`config.mk`:
```
export PLATFORM = sky130hd
export DESIGN_NAME = regfile_write_arbiter_flat
export DESIGN_NICKNAME = d
export VERILOG_FILES = /design/src/rtl/regfile_write_arbiter_if.sv /design/src/rtl/regfile_write_arbiter.sv /design/src/flat_wrapper.sv
export SDC_FILE = /design/constraint.sdc
export NUM_CORES = 1
export LEC_CHECK = 0
export BUFFER_PORTS_ARGS = -buffer_cell sky130_fd_sc_hd__buf_2
export CAP_MARGIN = 20
export CELL_PAD_IN_SITES_DETAIL_PLACEMENT = 0
export CELL_PAD_IN_SITES_GLOBAL_PLACEMENT = 2
export CORE_MARGIN = 2
export CORE_UTILIZATION = 31
export CTS_BUF_LIST = sky130_fd_sc_hd__clkbuf_16
export CTS_CLUSTER_SIZE = 8
export DETAILED_ROUTE_END_ITERATION = 7
export PLACE_DENSITY_LB_ADDON = 0.1
export SLEW_MARGIN = 20
export SYNTH_ARGS = -nofsm -noshare
export SYNTH_HDL_FRONTEND = slang
export SYNTH_SLANG_ARGS = --single-unit
```
`constraint.sdc`:
```
create_clock -name clk -period 1.7 [get_ports clk]
set_input_delay 0.34 -clock clk [delete_from_list [all_inputs] [get_ports clk]]
set_output_delay 0.34 -clock clk [all_outputs]
set_load 0.1 [all_outputs]
```
`src/rtl/regfile_write_arbiter_if.sv`:
```
// Request and register-file write bus shared by the two writers and the arbiter.
interface regfile_write_arbiter_if #(
    parameter int unsigned AW   = 2,
    parameter int unsigned DW   = 8,
    parameter int unsigned NREG = 4
);
    logic            a_valid;
    logic            a_ready;
    logic [AW-1:0]   a_reg;
    logic [DW-1:0]   a_data;
    logic            b_valid;
    logic            b_ready;
    logic [AW-1:0]   b_reg;
    logic [DW-1:0]   b_data;
    logic [AW-1:0]   writereg;
    logic [DW-1:0]   wdata;
    logic            regwrite;
    logic [NREG-1:0] busy;
    logic            last_grant;

    modport master (
        output a_valid, a_reg, a_data, b_valid, b_reg, b_data,
        input  a_ready, b_ready, writereg, wdata, regwrite, busy, last_grant
    );

    modport slave (
        input  a_valid, a_reg, a_data, b_valid, b_reg, b_data,
        output a_ready, b_ready, writereg, wdata, regwrite, busy, last_grant
    );
endinterface

```
`src/rtl/regfile_write_arbiter.sv`:
```
// Round-robin arbiter sharing the register file write port between two buffered writers.
// Optional REGARB_STATS_EN adds a saturating conflict_count output.
module regfile_write_arbiter #(
    parameter int unsigned AW   = 2,
    parameter int unsigned DW   = 8,
    parameter int unsigned NREG = 4
) (
    input  logic clk,
    input  logic rst,
    regfile_write_arbiter_if.slave bus
`ifdef REGARB_STATS_EN
    ,
    output logic [7:0] conflict_count
`endif
);
    localparam int unsigned CNT_W = 8;

    logic          full_a_q, full_a_d, full_b_q, full_b_d;
    logic [AW-1:0] reg_a_q, reg_a_d, reg_b_q, reg_b_d;
    logic [DW-1:0] data_a_q, data_a_d, data_b_q, data_b_d;
    logic [AW-1:0] writereg_q, writereg_d;
    logic [DW-1:0] wdata_q, wdata_d;
    logic          regwrite_q, regwrite_d;
    logic          last_grant_q, last_grant_d;

    logic            grant_a_c, grant_b_c, acc_a_c, acc_b_c;
    logic [NREG-1:0] busy_c;

    // On a tie the requester that did not win last time gets the port.
    assign grant_a_c = full_a_q & (~full_b_q | last_grant_q);
    assign grant_b_c = full_b_q & (~full_a_q | ~last_grant_q);

    assign bus.a_ready = ~full_a_q | grant_a_c;
    assign bus.b_ready = ~full_b_q | grant_b_c;
    assign acc_a_c     = bus.a_valid & bus.a_ready;
    assign acc_b_c     = bus.b_valid & bus.b_ready;

    always_comb begin
        full_a_d     = full_a_q;
        full_b_d     = full_b_q;
        reg_a_d      = reg_a_q;
        reg_b_d      = reg_b_q;
        data_a_d     = data_a_q;
        data_b_d     = data_b_q;
        writereg_d   = writereg_q;
        wdata_d      = wdata_q;
        regwrite_d   = 1'b0;
        last_grant_d = last_grant_q;

        if (grant_a_c) begin
            writereg_d   = reg_a_q;
            wdata_d      = data_a_q;
            regwrite_d   = 1'b1;
            last_grant_d = 1'b0;
            full_a_d     = 1'b0;
        end else if (grant_b_c) begin
            writereg_d   = reg_b_q;
            wdata_d      = data_b_q;
            regwrite_d   = 1'b1;
            last_grant_d = 1'b1;
            full_b_d     = 1'b0;
        end

        // A same-cycle accept refills a buffer that is draining this edge.
        if (acc_a_c) begin
            full_a_d = 1'b1;
            reg_a_d  = bus.a_reg;
            data_a_d = bus.a_data;
        end
        if (acc_b_c) begin
            full_b_d = 1'b1;
            reg_b_d  = bus.b_reg;
            data_b_d = bus.b_data;
        end
    end

    always_ff @(posedge clk) begin
        if (rst) begin
            full_a_q     <= 1'b0;
            full_b_q     <= 1'b0;
            reg_a_q      <= '0;
            reg_b_q      <= '0;
            data_a_q     <= '0;
            data_b_q     <= '0;
            writereg_q   <= '0;
            wdata_q      <= '0;
            regwrite_q   <= 1'b0;
            last_grant_q <= 1'b1;
        end else begin
            full_a_q     <= full_a_d;
            full_b_q     <= full_b_d;
            reg_a_q      <= reg_a_d;
            reg_b_q      <= reg_b_d;
            data_a_q     <= data_a_d;
            data_b_q     <= data_b_d;
            writereg_q   <= writereg_d;
            wdata_q      <= wdata_d;
            regwrite_q   <= regwrite_d;
            last_grant_q <= last_grant_d;
        end
    end

    // A register stays busy from buffer capture until its write is on the port.
    always_comb begin
        busy_c = '0;
        for (int unsigned r = 0; r < NREG; r++) begin
            busy_c[r] = (full_a_q & (reg_a_q == AW'(r)))
                      | (full_b_q & (reg_b_q == AW'(r)))
                      | (regwrite_q & (writereg_q == AW'(r)));
        end
    end

    assign bus.busy       = busy_c;
    assign bus.writereg   = writereg_q;
    assign bus.wdata      = wdata_q;
    assign bus.regwrite   = regwrite_q;
    assign bus.last_grant = last_grant_q;

`ifdef REGARB_STATS_EN
    logic [CNT_W-1:0] conflict_q, conflict_d;

    always_comb begin
        conflict_d = conflict_q;
        if (full_a_q && full_b_q && (conflict_q != {CNT_W{1'b1}})) begin
            conflict_d = conflict_q + CNT_W'(1);
        end
    end

    always_ff @(posedge clk) begin
        if (rst) begin
            conflict_q <= '0;
        end else begin
            conflict_q <= conflict_d;
        end
    end

    assign conflict_count = conflict_q;
`endif

endmodule

```
`src/flat_wrapper.sv`:
```
// flat-port wrapper written by rule: the top's interface ports become plain ports
module regfile_write_arbiter_flat 
#(
    parameter int unsigned AW   = 2,
    parameter int unsigned DW   = 8,
    parameter int unsigned NREG = 4
)
  (clk, rst, bus_a_valid, bus_a_reg, bus_a_data, bus_b_valid, bus_b_reg, bus_b_data, bus_a_ready, bus_b_ready, bus_writereg, bus_wdata, bus_regwrite, bus_busy, bus_last_grant);
  regfile_write_arbiter_if #(.AW(AW), .DW(DW), .NREG(NREG)) bus_i ();
  input  logic clk;
  input  logic rst;
  input wire logic [$bits(bus_i.a_valid)-1:0] bus_a_valid;
  input wire logic [$bits(bus_i.a_reg)-1:0] bus_a_reg;
  input wire logic [$bits(bus_i.a_data)-1:0] bus_a_data;
  input wire logic [$bits(bus_i.b_valid)-1:0] bus_b_valid;
  input wire logic [$bits(bus_i.b_reg)-1:0] bus_b_reg;
  input wire logic [$bits(bus_i.b_data)-1:0] bus_b_data;
  output wire logic [$bits(bus_i.a_ready)-1:0] bus_a_ready;
  output wire logic [$bits(bus_i.b_ready)-1:0] bus_b_ready;
  output wire logic [$bits(bus_i.writereg)-1:0] bus_writereg;
  output wire logic [$bits(bus_i.wdata)-1:0] bus_wdata;
  output wire logic [$bits(bus_i.regwrite)-1:0] bus_regwrite;
  output wire logic [$bits(bus_i.busy)-1:0] bus_busy;
  output wire logic [$bits(bus_i.last_grant)-1:0] bus_last_grant;
  assign bus_i.a_valid = bus_a_valid;
  assign bus_i.a_reg = bus_a_reg;
  assign bus_i.a_data = bus_a_data;
  assign bus_i.b_valid = bus_b_valid;
  assign bus_i.b_reg = bus_b_reg;
  assign bus_i.b_data = bus_b_data;
  assign bus_a_ready = bus_i.a_ready;
  assign bus_b_ready = bus_i.b_ready;
  assign bus_writereg = bus_i.writereg;
  assign bus_wdata = bus_i.wdata;
  assign bus_regwrite = bus_i.regwrite;
  assign bus_busy = bus_i.busy;
  assign bus_last_grant = bus_i.last_grant;
  regfile_write_arbiter #(.AW(AW), .DW(DW), .NREG(NREG)) u_core (.clk(clk), .rst(rst), .bus(bus_i));
endmodule
```
Yosys cells after proc, flatten, opt, wreduce, memory -nomap -nowiden
Cells that the tools add are included.
{"block": "totals", "ff_bits": 34, "in_bits": 24, "out_inout_bits": 18, "word_cells": 71}
{"block": "op_classes", "n_eq_ne": 10, "muxes": 13, "bitwise": 31, "reduce_logical": 7}
{"op": "bitwise AND 1 bit", "n": 16}
{"op": "two-way mux 8 bit", "n": 2}
{"op": "== test 2 bit (second input constant)", "n": 6}
{"op": "OR 1 bit", "n": 12}
{"op": "two-way mux 1 bit", "n": 9}
{"op": "== test 2 x 1 -> 1 bit (second input constant)", "n": 3}
{"op": "logical NOT 2 bit", "n": 3}
{"op": "nonzero test 2 bit", "n": 3}
{"op": "two-way mux 2 bit", "n": 2}
{"op": "inverter 1 bit", "n": 3}
{"op": "!= test 2 bit (second input constant)", "n": 1}
{"op": "AND reduction 2 bit", "n": 1}

Depth between registers and ports, before layout
Gate-level depths: netlist of the first run.
{"block": "logic_depth", "word_depth": 7, "mapped_depth": 5, "mapped_depth_nobuf": 3}

Least setup slack after synthesis of the first run
OpenSTA, ideal clock, no wires.
{"block": "synth_path", "path_type": "register to output", "start": "register u_core.full_a_q", "end": "output bus_busy[0]", "arrival_time_ns": 4.173, "required_ns": 1.360, "slack_ns": -2.813, "stages_incl_launch_ff": 5, "n_path_buf": 2, "cell_sequence": "dfxtp_1 buf_6 inv_1 buf_4 o311ai_0"}
{"block": "synth_via", "elab_chain_len": 3}
{"element": "start, declared", "line": "regfile_write_arbiter.sv:18", "source": "logic full_a_q, full_a_d, full_b_q, full_b_d;"}
{"element": "start signal, assigned", "line": "regfile_write_arbiter.sv:90", "source": "full_a_q <= full_a_d;"}
{"element": "bitwise AND 1 bit", "line": "regfile_write_arbiter.sv:107", "source": "busy_c[r] = (full_a_q & (reg_a_q == AW'(r)))"}
{"element": "OR 1 bit", "line": "regfile_write_arbiter.sv:108", "source": "| (full_b_q & (reg_b_q == AW'(r)))"}
{"element": "OR 1 bit", "line": "regfile_write_arbiter.sv:109", "source": "| (regwrite_q & (writereg_q == AW'(r)));"}
{"element": "end, declared", "line": "flat_wrapper.sv:23", "source": "output wire logic [$bits(bus_i.busy)-1:0] bus_busy;"}
Every way passes these cells.

Final worst setup path of the first run
{"block": "layout_path", "start": "register u_core.reg_b_q[1]", "end": "output bus_busy[0]"}
{"block": "layout_via", "elab_chain_len": 4}
{"element": "start, declared", "line": "regfile_write_arbiter.sv:19", "source": "logic [AW-1:0] reg_a_q, reg_a_d, reg_b_q, reg_b_d;"}
{"element": "start signal, assigned", "line": "regfile_write_arbiter.sv:93", "source": "reg_b_q <= reg_b_d;"}
{"element": "logical NOT 2 bit", "line": "regfile_write_arbiter.sv:108"}
{"element": "bitwise AND 1 bit", "line": "regfile_write_arbiter.sv:108"}
{"element": "OR 1 bit", "line": "regfile_write_arbiter.sv:108"}
{"element": "OR 1 bit", "line": "regfile_write_arbiter.sv:109"}
Every way passes these cells.

==> results of run 1 <==
final cells by class:
class	count	area, um^2
clock buffers	5	125
clock inverters	3	11.3
fillers	517	2950
inverters	6	22.5
multi-input cells	123	906
flip-flops and latches	34	698
well taps	70	87.6
repair buffers	49	372
registers in the layout, summed over array words and instances (netlist names):
signal / cells
u_core.full_b_q: 1
u_core.bus.last_grant: 1
u_core.reg_a_q: 2
u_core.bus.wdata: 8
u_core.bus.regwrite: 1
u_core.data_a_q: 8
u_core.reg_b_q: 2
u_core.bus.writereg: 2
u_core.data_b_q: 8
u_core.full_a_q: 1
through the flow:
step	total power, mW	setup slack, ns
2_1_floorplan	1.32	-0.750
3_3_place_gp	1.45	0.219
3_5_place_dp	1.46	0.207
4_1_cts	2.31	0.00195
5_1_grt	2.40	-0.00428
6_report	2.30	0.0317
synth_stat cells, drive strengths merged (3+ instances only):
master / number
nand4b: 13
a21bo: 7
nor2: 18
o21ai: 11
a2111oi: 8
nand2b: 12
buf: 10
a21oi: 9
nand3: 12
nor3: 8
inv: 6
nand3b: 4
clkbuf: 8
nand2: 3
dfxtp: 34
worst max-delay path, cell delays in order (launching register included):
cell and delay, ns:
dfxtp_2 0.34, or3b_4 0.41, o311ai_4 0.09, buf_12 0.22
cells in the final DEF, fill, tap and decap left out, types with 3 or more instances in the layout:
| cell type | count |
|---|---|
| nand2b_1 | 11 |
| a21oi_1 | 9 |
| clkbuf_16 | 5 |
| dfxtp_1 | 26 |
| a2111oi_2 | 8 |
| buf_12 | 7 |
| nand3b_1 | 4 |
| o21ai_0 | 11 |
| dfxtp_4 | 3 |
| inv_1 | 6 |
| nand3_1 | 10 |
| clkinv_1 | 3 |
| nor3_1 | 8 |
| buf_2 | 35 |
| nor2_1 | 17 |
| dfxtp_2 | 5 |
| buf_4 | 5 |
| a21bo_2 | 7 |
| nand4b_1 | 13 |
what timing repair did:
action	4_1_cts	5_1_grt
setup endpoints to repair	3	3
hold buffers	0	0
gates resized for setup	5	7
worst min-delay path by stage:
stage,endpoint,slack (ns),cells past startpoint
floorplan,u_core.bus.wdata[3]$_SDFFE_PP0P_,0.44,1
global placement,u_core.bus.wdata[3]$_SDFFE_PP0P_,0.46,1
detailed placement,u_core.bus.wdata[7]$_SDFFE_PP0P_,0.46,1
CTS,u_core.data_b_q[0]$_SDFFE_PP0P_,0.31,3
global route,u_core.data_b_q[0]$_SDFFE_PP0P_,0.32,3
finish,u_core.data_b_q[0]$_SDFFE_PP0P_,0.31,3
cells by family (layout without fill, tap and decap cells):
group           Yosys count  after routing
compound gates           46             46
simple gates             75             75
mux                       2              2
flops                    34             34
buf+inv                  24             63
layer usage:
| metal | vias up | GRT usage [%] | routed length (um) |
|---|---|---|---|
| li1 | 731 | - | - |
| met2 | 33 | 21.8 | 1850 |
| met4 | 0 | 5.18 | 46 |
| met1 | 664 | 19.1 | 2060 |
| met5 | - | 0 | 0 |
| met3 | 5 | 5.35 | 245 |
report_power, final:
| part | internal [mW] | total [mW] | switching (mW) |
|---|---|---|---|
| clock network | 0.526 | 0.846 | 0.319 |
| registers | 0.853 | 0.898 | 0.0449 |
| logic | 0.173 | 0.551 | 0.378 |
==> impl_results.md, run 1 <==
- Adder-cell share of the synthesized area: 0%
- # IOs: 42
- Required @ worst endpoint: 1.36 ns
- Max Clock Freq: 599 MHz
- Final Util: 43.0%
- Worst Hold Launch: bus_b_data[0]
- Ys async rst share: 0%
- Rows: 26
- DP Area: 2040 um^2
- Starting DRT DRC Count: 45
- H-tree level count: 2
- Via count: 1,433
- Post-Syn Area per Cell: 9.28 um^2
- Final Cell Area: 2220 um^2
- Reg clk slew, reported paths: 0.05 ns
- Worst rel slew slack: 67.2%
- Largest family of logic cells by synthesized area: simple AND/OR/NAND/NOR gates
- DP HPWL: 3.07 mm
- DRC: 0
- Non-Filler Instances: 290
- Share of the synthesized area in the top cell type: 40.5%
- Number of port buffers: 41
- Leak: 0.862 nW
- Hold crit path type: in2reg
- CTS Buf Count: 5
- Clk buf depth: 2
- Outcome: complete, no violations
- Final hold slack: 0.311 ns
- Mapped Area: 1680 um^2
- FF-to-FF End: u_core.bus.writereg[1]$_SDFFE_PP0P_
- WL per Instance: 14.5 um
- Crit path to: bus_busy[0]
- Synth-to-Final Area Change: 32.3%
- Yosys warns: 0
- Max-cap violations: 0
- Post-synthesis xor/xnor area fraction: 0%
- Die Y: 77.6 um
- Power Dens Cells: 1030 nW/um^2
- Mux cell area share after synthesis: 1.19%
- RD Place Congestion: 0.779
- Placed Cells: 282
- Total grt overflow: 0
- Synth Flop Type: dfxtp_1
- Final Hold Violating Endpoints: 0
- Vias in the first global route: 1,429
- Final slew viol count: 0
- Ant. Diodes: 0
- Reg-to-Reg Start: u_core.full_a_q$_SDFFE_PP0P_
- CP max FO: 6
- Core outline area: 5170 um^2
- Die ar.: 6020 um^2
- Register area share after synthesis: 40.5%
- Top cells by area, synth: dfxtp_1 (41%), a2111oi_2 (7.2%), nand4b_1 (6.8%)
- Post-Synth Simple-Gate Area: 27.0%
- First-pass GRT wire length: 6.89 mm
- Critical path arrival: 1.33 ns
- Critical path class: reg2out
- # nets final: 243
- Aggregate negative setup slack: 0 ns
- Final setup fails: 0
- #FFs+latches synth: 34
- Root Buffer: clkbuf_16
- Cell variety after synth: 34
- Worst Setup SP: u_core.reg_b_q[1]$_SDFFE_PP0P_
- CTS tree: yes
- Setup Buffers After CTS: 0
- GRT Overall Usage: 14.5%
- Total wire length: 4.20 mm
- Largest area contributor in the netlist: dfxtp_1
- Initial core utilization: 32.5%
- Post-route minimum period: 1.67 ns
- TritonRoute pass-1 iters: 4
- Setup crit end kind: primary output
- Worst-Margin Slew: 0.496 ns
- Initial antenna violation count: 0
- Max VDD drop: 0.402 mV
- Fin crit share: 98.1%
- Mapped Cells: 181
- Clk sinks: 34
- Detail Route Antenna Nets: 0
- Post-synth EDFFs: 0
- Reg2reg setup slack: 0.29 ns
- Synth Net Count: 205
- Pin count of the biggest net entering global routing: 25
- Post-synthesis compound-gate area fraction: 23.2%
- Critical path startpoint category: flip-flop
- Setup Skew: 0.00592 ns
- Fraction of layout cells with a size suffix above 1: 40.9%
- Worst-Skew Late Latency: 0.28 ns
- Vias per cell: 4.94
- DIE WIDTH: 77.6 um
- Worst reg-to-reg path cell count: 4
(Power assumes the default switching activity.)
==> run 2: changes to the inputs <==
- ABC_AREA: default -> 1
- CORE_UTILIZATION: 31 -> 27
==> impl_results.md, run 2 <==
- Slowest CP cell: dfxtp_1
- Via count: 1,398 (-2.4%)
- Vias per cell: 4.33 (-12%)
- CP Cell Sequence: nand2_2, o221ai_4, buf_12
- Aggregate negative setup slack: 0 ns (unchanged)
- Share of the synthesized area in the top cell type: 46.3% (+5.8 points)
- Mapped Area: 1470 um^2 (-12%)
- Fin crit share: 92.9% (-5.2 points)
- Largest area contributor in the netlist: dfxtp_1
- RSZ-0062 raised after global routing: false
- Hold crit path type: in2reg
- Register area share after synthesis: 46.3% (+5.8 points)
- Number of port buffers: 41 (unchanged)
- Required @ worst endpoint: 1.36 ns (about the same)
- Ys async rst share: 0% (unchanged)
- Worst-Skew Late Latency: 0.27 ns (about the same)
- CP max FO: 5 (-1)
- CTS tree: yes
- Most common cell after layout, fill and taps aside: nor2_1
- Post-synth EDFFs: 0 (unchanged)
- Clk sinks: 34 (unchanged)
- CP Buf/Inv Count: 1 (unchanged)
- Mapped Cells: 205 (+13%)
- Max Clock Freq: 633 MHz (+5.6%)
- Post-synthesis xor/xnor area fraction: 0% (unchanged)
- Adder-cell share of the synthesized area: 0% (unchanged)
- Setup Buffers After CTS: 0 (unchanged)
- Cell variety after synth: 19 (-44%)
- Post-synthesis compound-gate area fraction: 11.0% (-12 points)
- Post-route minimum period: 1.58 ns (-0.0888 ns)
- Root Buffer: clkbuf_16
- Total grt overflow: 0 (unchanged)
- Outcome: complete, no violations
- Reg clk slew, reported paths: 0.05 ns (about the same)
- Vias in the first global route: 1,338 (-6.4%)
- Rows: 26 (unchanged)
- DIE WIDTH: 77.8 um (+0.25%)
- Synth top cells by count: nand2_1 (44), nor2_1 (44), dfxtp_1 (34)
- Post-Synth Simple-Gate Area: 35.3% (+8.3 points)
- Largest family of logic cells by synthesized area: simple AND/OR/NAND/NOR gates
- DP HPWL: 2.96 mm (-3.6%)
- H-tree level count: 2 (unchanged)
- Max-cap violations: 0 (unchanged)
- Final Util: 40.1% (-2.9 points)
- Ant. Diodes: 0 (unchanged)
- Synth Net Count: 229 (+12%)
- Commonest cells after routing, fill and taps aside: nor2_1 (44), nand2_1 (43), buf_2 (35)
- Cell family with most CP delay: flip-flops
- Setup Skew: 0.00410 ns (-0.00182 ns)
- Final Hold Violating Endpoints: 0 (unchanged)
- WL per Instance: 12.4 um (-15%)
- RD Place Congestion: 0.738 (-5.3%)
- Worst rel slew slack: 67.9% (+0.70 points)
- Final slew viol count: 0 (unchanged)
- Detail Route Antenna Nets: 0 (unchanged)
- Worst-Margin Slew: 0.485 ns (-0.0106 ns)
- Critical path startpoint category: flip-flop
- Pre-CTS worst setup slack: 0.313 ns (+0.106 ns)
- Starting DRT DRC Count: 61 (+36%)
- Initial core utilization: 28.4% (-4.0 points)
- CTS Buf Count: 5 (unchanged)
- Synth Flop Type: dfxtp_1
- Pin count of the biggest net entering global routing: 18 (-28%)
- Die Y: 77.8 um (+0.25%)
- # IOs: 42 (unchanged)
- DRC: 0 (unchanged)
- #FFs+latches synth: 34 (unchanged)
- Final setup fails: 0 (unchanged)
- Setup crit end kind: primary output
- Die ar.: 6050 um^2 (+0.50%)
- Synth-to-Final Area Change: 40.9%
- Total wire length: 4.00 mm (-4.9%)
- Core outline area: 5170 um^2 (unchanged)
- GRT Overall Usage: 14.4% (-0.16 points)
- Max VDD drop: 0.496 mV (+24%)
- Setup WS post-layout: 0.120 ns (+0.0888 ns)
- Top cells by area, synth: dfxtp_1 (46%), nand2_1 (11%), nor2_1 (11%)
- Critical path class: reg2out
- Post-Syn Area per Cell: 7.17 um^2 (-23%)
- TritonRoute pass-1 iters: 6 (+2)
- Crit-path max cell delay: 0.40 ns (about the same)
- Yosys warns: 0 (unchanged)
- Total Power: 2.25 mW (-2.0%)
- Clk buf depth: 2 (unchanged)
- First-pass GRT wire length: 6.73 mm (-2.4%)
- Power Dens Cells: 1090 nW/um^2 (+5.1%)
- Critical path arrival: 1.24 ns (-0.09 ns)
- Mux cell area share after synthesis: 0% (-1.2 points)
- Leak: 0.997 nW (+16%)
- Fraction of layout cells with a size suffix above 1: 30.4% (-10 points)
- # nets final: 276 (+14%)
- Initial antenna violation count: 0 (unchanged)
==> run 2: cell count changes in the layout (fill, tap and decap cells not counted), moves of 4 or more <==
cell	change
a2111oi_2	-8
a21bo_2	-7
a21oi_1	-5
inv_1	+4
inv_2	+4
nand2_1	+41
nand2b_1	-11
nand3_1	+16
nand3b_1	-4
nand4b_1	-13
nor2_1	+27
nor3_1	-8
o21ai_0	+7
==> run 2: final cells by class <==
class / instances / area (um^2)
multi-input combinational: 149 / 751
clock inverter: 3 / 12.5
fill: 562 / 3100
sequential: 34 / 692
clock buffer: 5 / 125
tap: 70 / 87.6
inverter: 13 / 48.8
timing repair buffer: 49 / 355
==> run 2: kinds of logic (layout without fill, tap and decap cells) <==
group                  Yosys count  in the layout
flip-flops                      34             34
AO/OA/AOI/OAI                   28             28
buffers and inverters           22             70
AND/OR/NAND/NOR                121            121
==> run 2: stage by stage <==
| stage | cell area, um^2 | cells | hold slack, ns |
|---|---|---|---|
| floorplan | 1550 | 205 | 0.409 |
| global placement | 1930 | 315 | 0.460 |
| detailed placement | 1930 | 315 | 0.460 |
| CTS | 2070 | 323 | 0.301 |
| global route | 2070 | 323 | 0.328 |
| finish | 2070 | 323 | 0.307 |
==> run 2: routing by layer <==
| layer | GRT usage [%] | vias up | wire length, um | part of all wire, % |
|---|---|---|---|---|
| met3 | 3.95 | 5 | 159 | 4.0 |
| met1 | 19.3 | 605 | 2000 | 50 |
| li1 | - | 756 | - | - |
| met2 | 22.2 | 32 | 1790 | 45 |
| met5 | 0 | - | 0 | 0 |
| met4 | 4.82 | 0 | 47 | 1.2 |
==> run 2: power by group <==
part	switching [mW]	total, mW	internal, mW
Combinational	0.358	0.500	0.142
Clock	0.320	0.849	0.529
Sequential	0.0431	0.900	0.857
==> run 2: worst register-to-register path, cell delays in order (launching register included) <==
cell and delay (ns):
dfxtp_1 0.40, buf_4 0.24, nand2_1 0.09, nand2_2 0.18, nand2_1 0.10, inv_2 0.13, nor2_1 0.06, nor2_1 0.09
==> run 2: final timing paths <==
| path | to | slack, ns | cells after the start | startpoint |
|---|---|---|---|---|
| max | bus_busy[2] | 0.12 | 3 | u_core.full_a_q$_SDFFE_PP0P_ |
| min | u_core.data_a_q[1]$_SDFFE_PP0P_ | 0.31 | 3 | bus_a_data[1] |
| max reg2reg | u_core.bus.writereg[0]$_SDFFE_PP0P_ | 0.34 | 7 | u_core.full_a_q$_SDFFE_PP0P_ |
| min reg2reg | u_core.bus.wdata[1]$_SDFFE_PP0P_ | 0.46 | 2 | u_core.bus.wdata[1]$_SDFFE_PP0P_ |
==> run 2: timing repair <==
item	4_1_cts	5_1_grt
hold buffers	0	0
gates resized for setup	0	3
endpoints found under the setup margin	0	2
==> run 3: changes to the inputs <==
- CTS_BUF_LIST: sky130_fd_sc_hd__clkbuf_16 -> default
==> impl_results.md, run 3 (synthesized netlist as in run 2, its figures left out) <==
- Vias in the first global route: 1,327 (-0.82%)
- Outcome: complete, no violations
- Power Dens Cells: 996 nW/um^2 (-8.2%)
- Reg2reg setup slack: 0.40 ns (+0.06 ns)
- Clk buf depth: 2 (unchanged)
- Hold crit path type: in2reg
- Max Clock Freq: 629 MHz (-0.66%)
- Crit-path max cell delay: 0.41 ns (about the same)
- CP Cell Sequence: nand2_1, o221ai_4, buf_12
- Crit path to: bus_busy[3]
- First-pass GRT wire length: 6.67 mm (-0.92%)
- Total grt overflow: 0 (unchanged)
- Clk sinks: 34 (unchanged)
- Ant. Diodes: 0 (unchanged)
- RD Place Congestion: 0.738 (unchanged)
- Setup Skew: 0.00465 ns (+0.000555 ns)
- Post-route minimum period: 1.59 ns (+0.0106 ns)
- Worst-Skew Late Latency: 0.29 ns (+0.02 ns)
- Worst Hold Launch: bus_a_data[1]
- DIE WIDTH: 77.8 um (unchanged)
- FF-to-FF End: u_core.bus.writereg[0]$_SDFFE_PP0P_
- Worst Setup SP: u_core.full_b_q$_SDFFE_PP0P_
- Initial core utilization: 28.4% (unchanged)
- DRC: 0 (unchanged)
- Most common cell after layout, fill and taps aside: nor2_1
- Leak: 0.973 nW (-2.4%)
- CTS Buf Count: 5 (unchanged)
- Commonest cells after routing, fill and taps aside: nor2_1 (44), nand2_1 (43), buf_2 (35)
- # IOs: 42 (unchanged)
- CP max FO: 5 (unchanged)
- GRT Overall Usage: 14.4% (+0.045 points)
- Critical path startpoint category: flip-flop
- Rows: 26 (unchanged)
- Worst rel slew slack: 67.9% (about the same)
- Hold path depth: 3 (unchanged)
- Final setup fails: 0 (unchanged)
- Via count: 1,411 (+0.93%)
- Required @ worst endpoint: 1.36 ns (about the same)
- Reg clk slew, reported paths: 0.07 ns (+0.02 ns)
- Worst reg-to-reg path cell count: 7 (unchanged)
- Max VDD drop: 0.496 mV (about the same)
- Total Power: 2.02 mW (-10%)
- Slowest CP cell: dfxtp_2
- Critical path arrival: 1.25 ns (about the same)
- Setup crit end kind: primary output
- # hold bufs at CTS: 0 (unchanged)
- Starting DRT DRC Count: 55 (-9.8%)
- Core outline area: 5170 um^2 (unchanged)
- Fin crit share: 93.5% (+0.62 points)
- Setup Buffers After CTS: 0 (unchanged)
- PostCTS Resize Cnt: 1 (+1)
- Die Y: 77.8 um (unchanged)
- Critical path class: reg2out
- Pin count of the biggest net entering global routing: 18 (unchanged)
- Die ar.: 6050 um^2 (unchanged)
- Synth-to-Final Area Change: 37.9%
- DP HPWL: 2.96 mm (unchanged)
- Fraction of layout cells with a size suffix above 1: 31.2% (+0.79 points)
- H-tree level count: 2 (unchanged)
- # nets final: 276 (unchanged)
- WL per Instance: 12.3 um (-0.30%)
- Total wire length: 3.99 mm (-0.30%)
- Final slew viol count: 0 (unchanged)
- RSZ-0062 raised after global routing: false
- Reg-to-Reg Start: u_core.full_a_q$_SDFFE_PP0P_
- Max-cap violations: 0 (unchanged)
- Final Hold Violating Endpoints: 0 (unchanged)
- Root Buffer: clkbuf_8
- Initial antenna violation count: 0 (unchanged)
- CTS tree: yes
- Aggregate negative setup slack: 0 ns (unchanged)
- TritonRoute pass-1 iters: 4 (-2)
- Number of port buffers: 41 (unchanged)
- Detail Route Antenna Nets: 0 (unchanged)
- Vias per cell: 4.37 (+0.93%)
- Worst-Margin Slew: 0.485 ns (+0.00000155 ns)
==> run 3: changes by cell type in the layout (fill, tap and decap cells not counted) <==
cell,delta
dfxtp_2,+1
clkbuf_8,+6
clkinv_1,-1
clkbuf_1,+1
inv_1,-1
clkbuf_16,-5
dfxtp_1,-1
==> run 3: critical path, delay by kind of cell (launching register included) <==
kind | cells | cell delay, ns
buffers and inverters | 1 | 0.20
AND/OR/NAND/NOR | 1 | 0.16
AO/OA/AOI/OAI | 1 | 0.20
flip-flops | 1 | 0.41
==> run 3: per-layer routing <==
layer  global-route usage (%)  vias to the layer above  part of all wire (%)
li1                         -                      755                     -
met4                     6.43                        0                   1.7
met5                        0                        -                     0
met2                     21.8                       36                    44
met3                     3.60                        6                   4.2
met1                     19.3                      614                    50
==> run 3: layout make-up <==
class / instances / area [um^2]
clock buffer: 7 / 86.3
clock inverter: 1 / 5.00
fill: 569 / 3150
inverter: 13 / 48.8
multi-input combinational: 149 / 751
sequential: 34 / 693
tap: 70 / 87.6
timing repair buffer: 49 / 355
==> run 3: power by group <==
part / leakage, nW / switching [mW] / internal, mW / total, mW
clock network: 0.0482 / 0.295 / 0.327 / 0.621
logic: 0.641 / 0.356 / 0.142 / 0.498
registers: 0.283 / 0.0435 / 0.856 / 0.899
==> run 3: worst min path at each step <==
stage                                        to
2_1_floorplan  u_core.bus.wdata[3]$_SDFFE_PP0P_
3_3_place_gp   u_core.bus.wdata[5]$_SDFFE_PP0P_
3_5_place_dp   u_core.bus.wdata[4]$_SDFFE_PP0P_
4_1_cts         u_core.data_a_q[1]$_SDFFE_PP0P_
5_1_grt         u_core.data_a_q[4]$_SDFFE_PP0P_
6_report        u_core.data_a_q[1]$_SDFFE_PP0P_
==> run 3: metrics by stage <==
stage | hold WS [ns] | utilization, % | cells | instance area, um^2 | setup WS, ns
after floorplan | 0.409 | - | 205 | 1550 | 0.0140
after global placement | 0.460 | 37.3 | 315 | 1930 | 0.320
after detailed placement | 0.460 | 37.3 | 315 | 1930 | 0.313
after CTS | 0.283 | 39.1 | 323 | 2020 | 0.0243
after global routing | 0.307 | 39.2 | 323 | 2030 | 0.0429
final | 0.290 | 39.2 | 323 | 2030 | 0.110
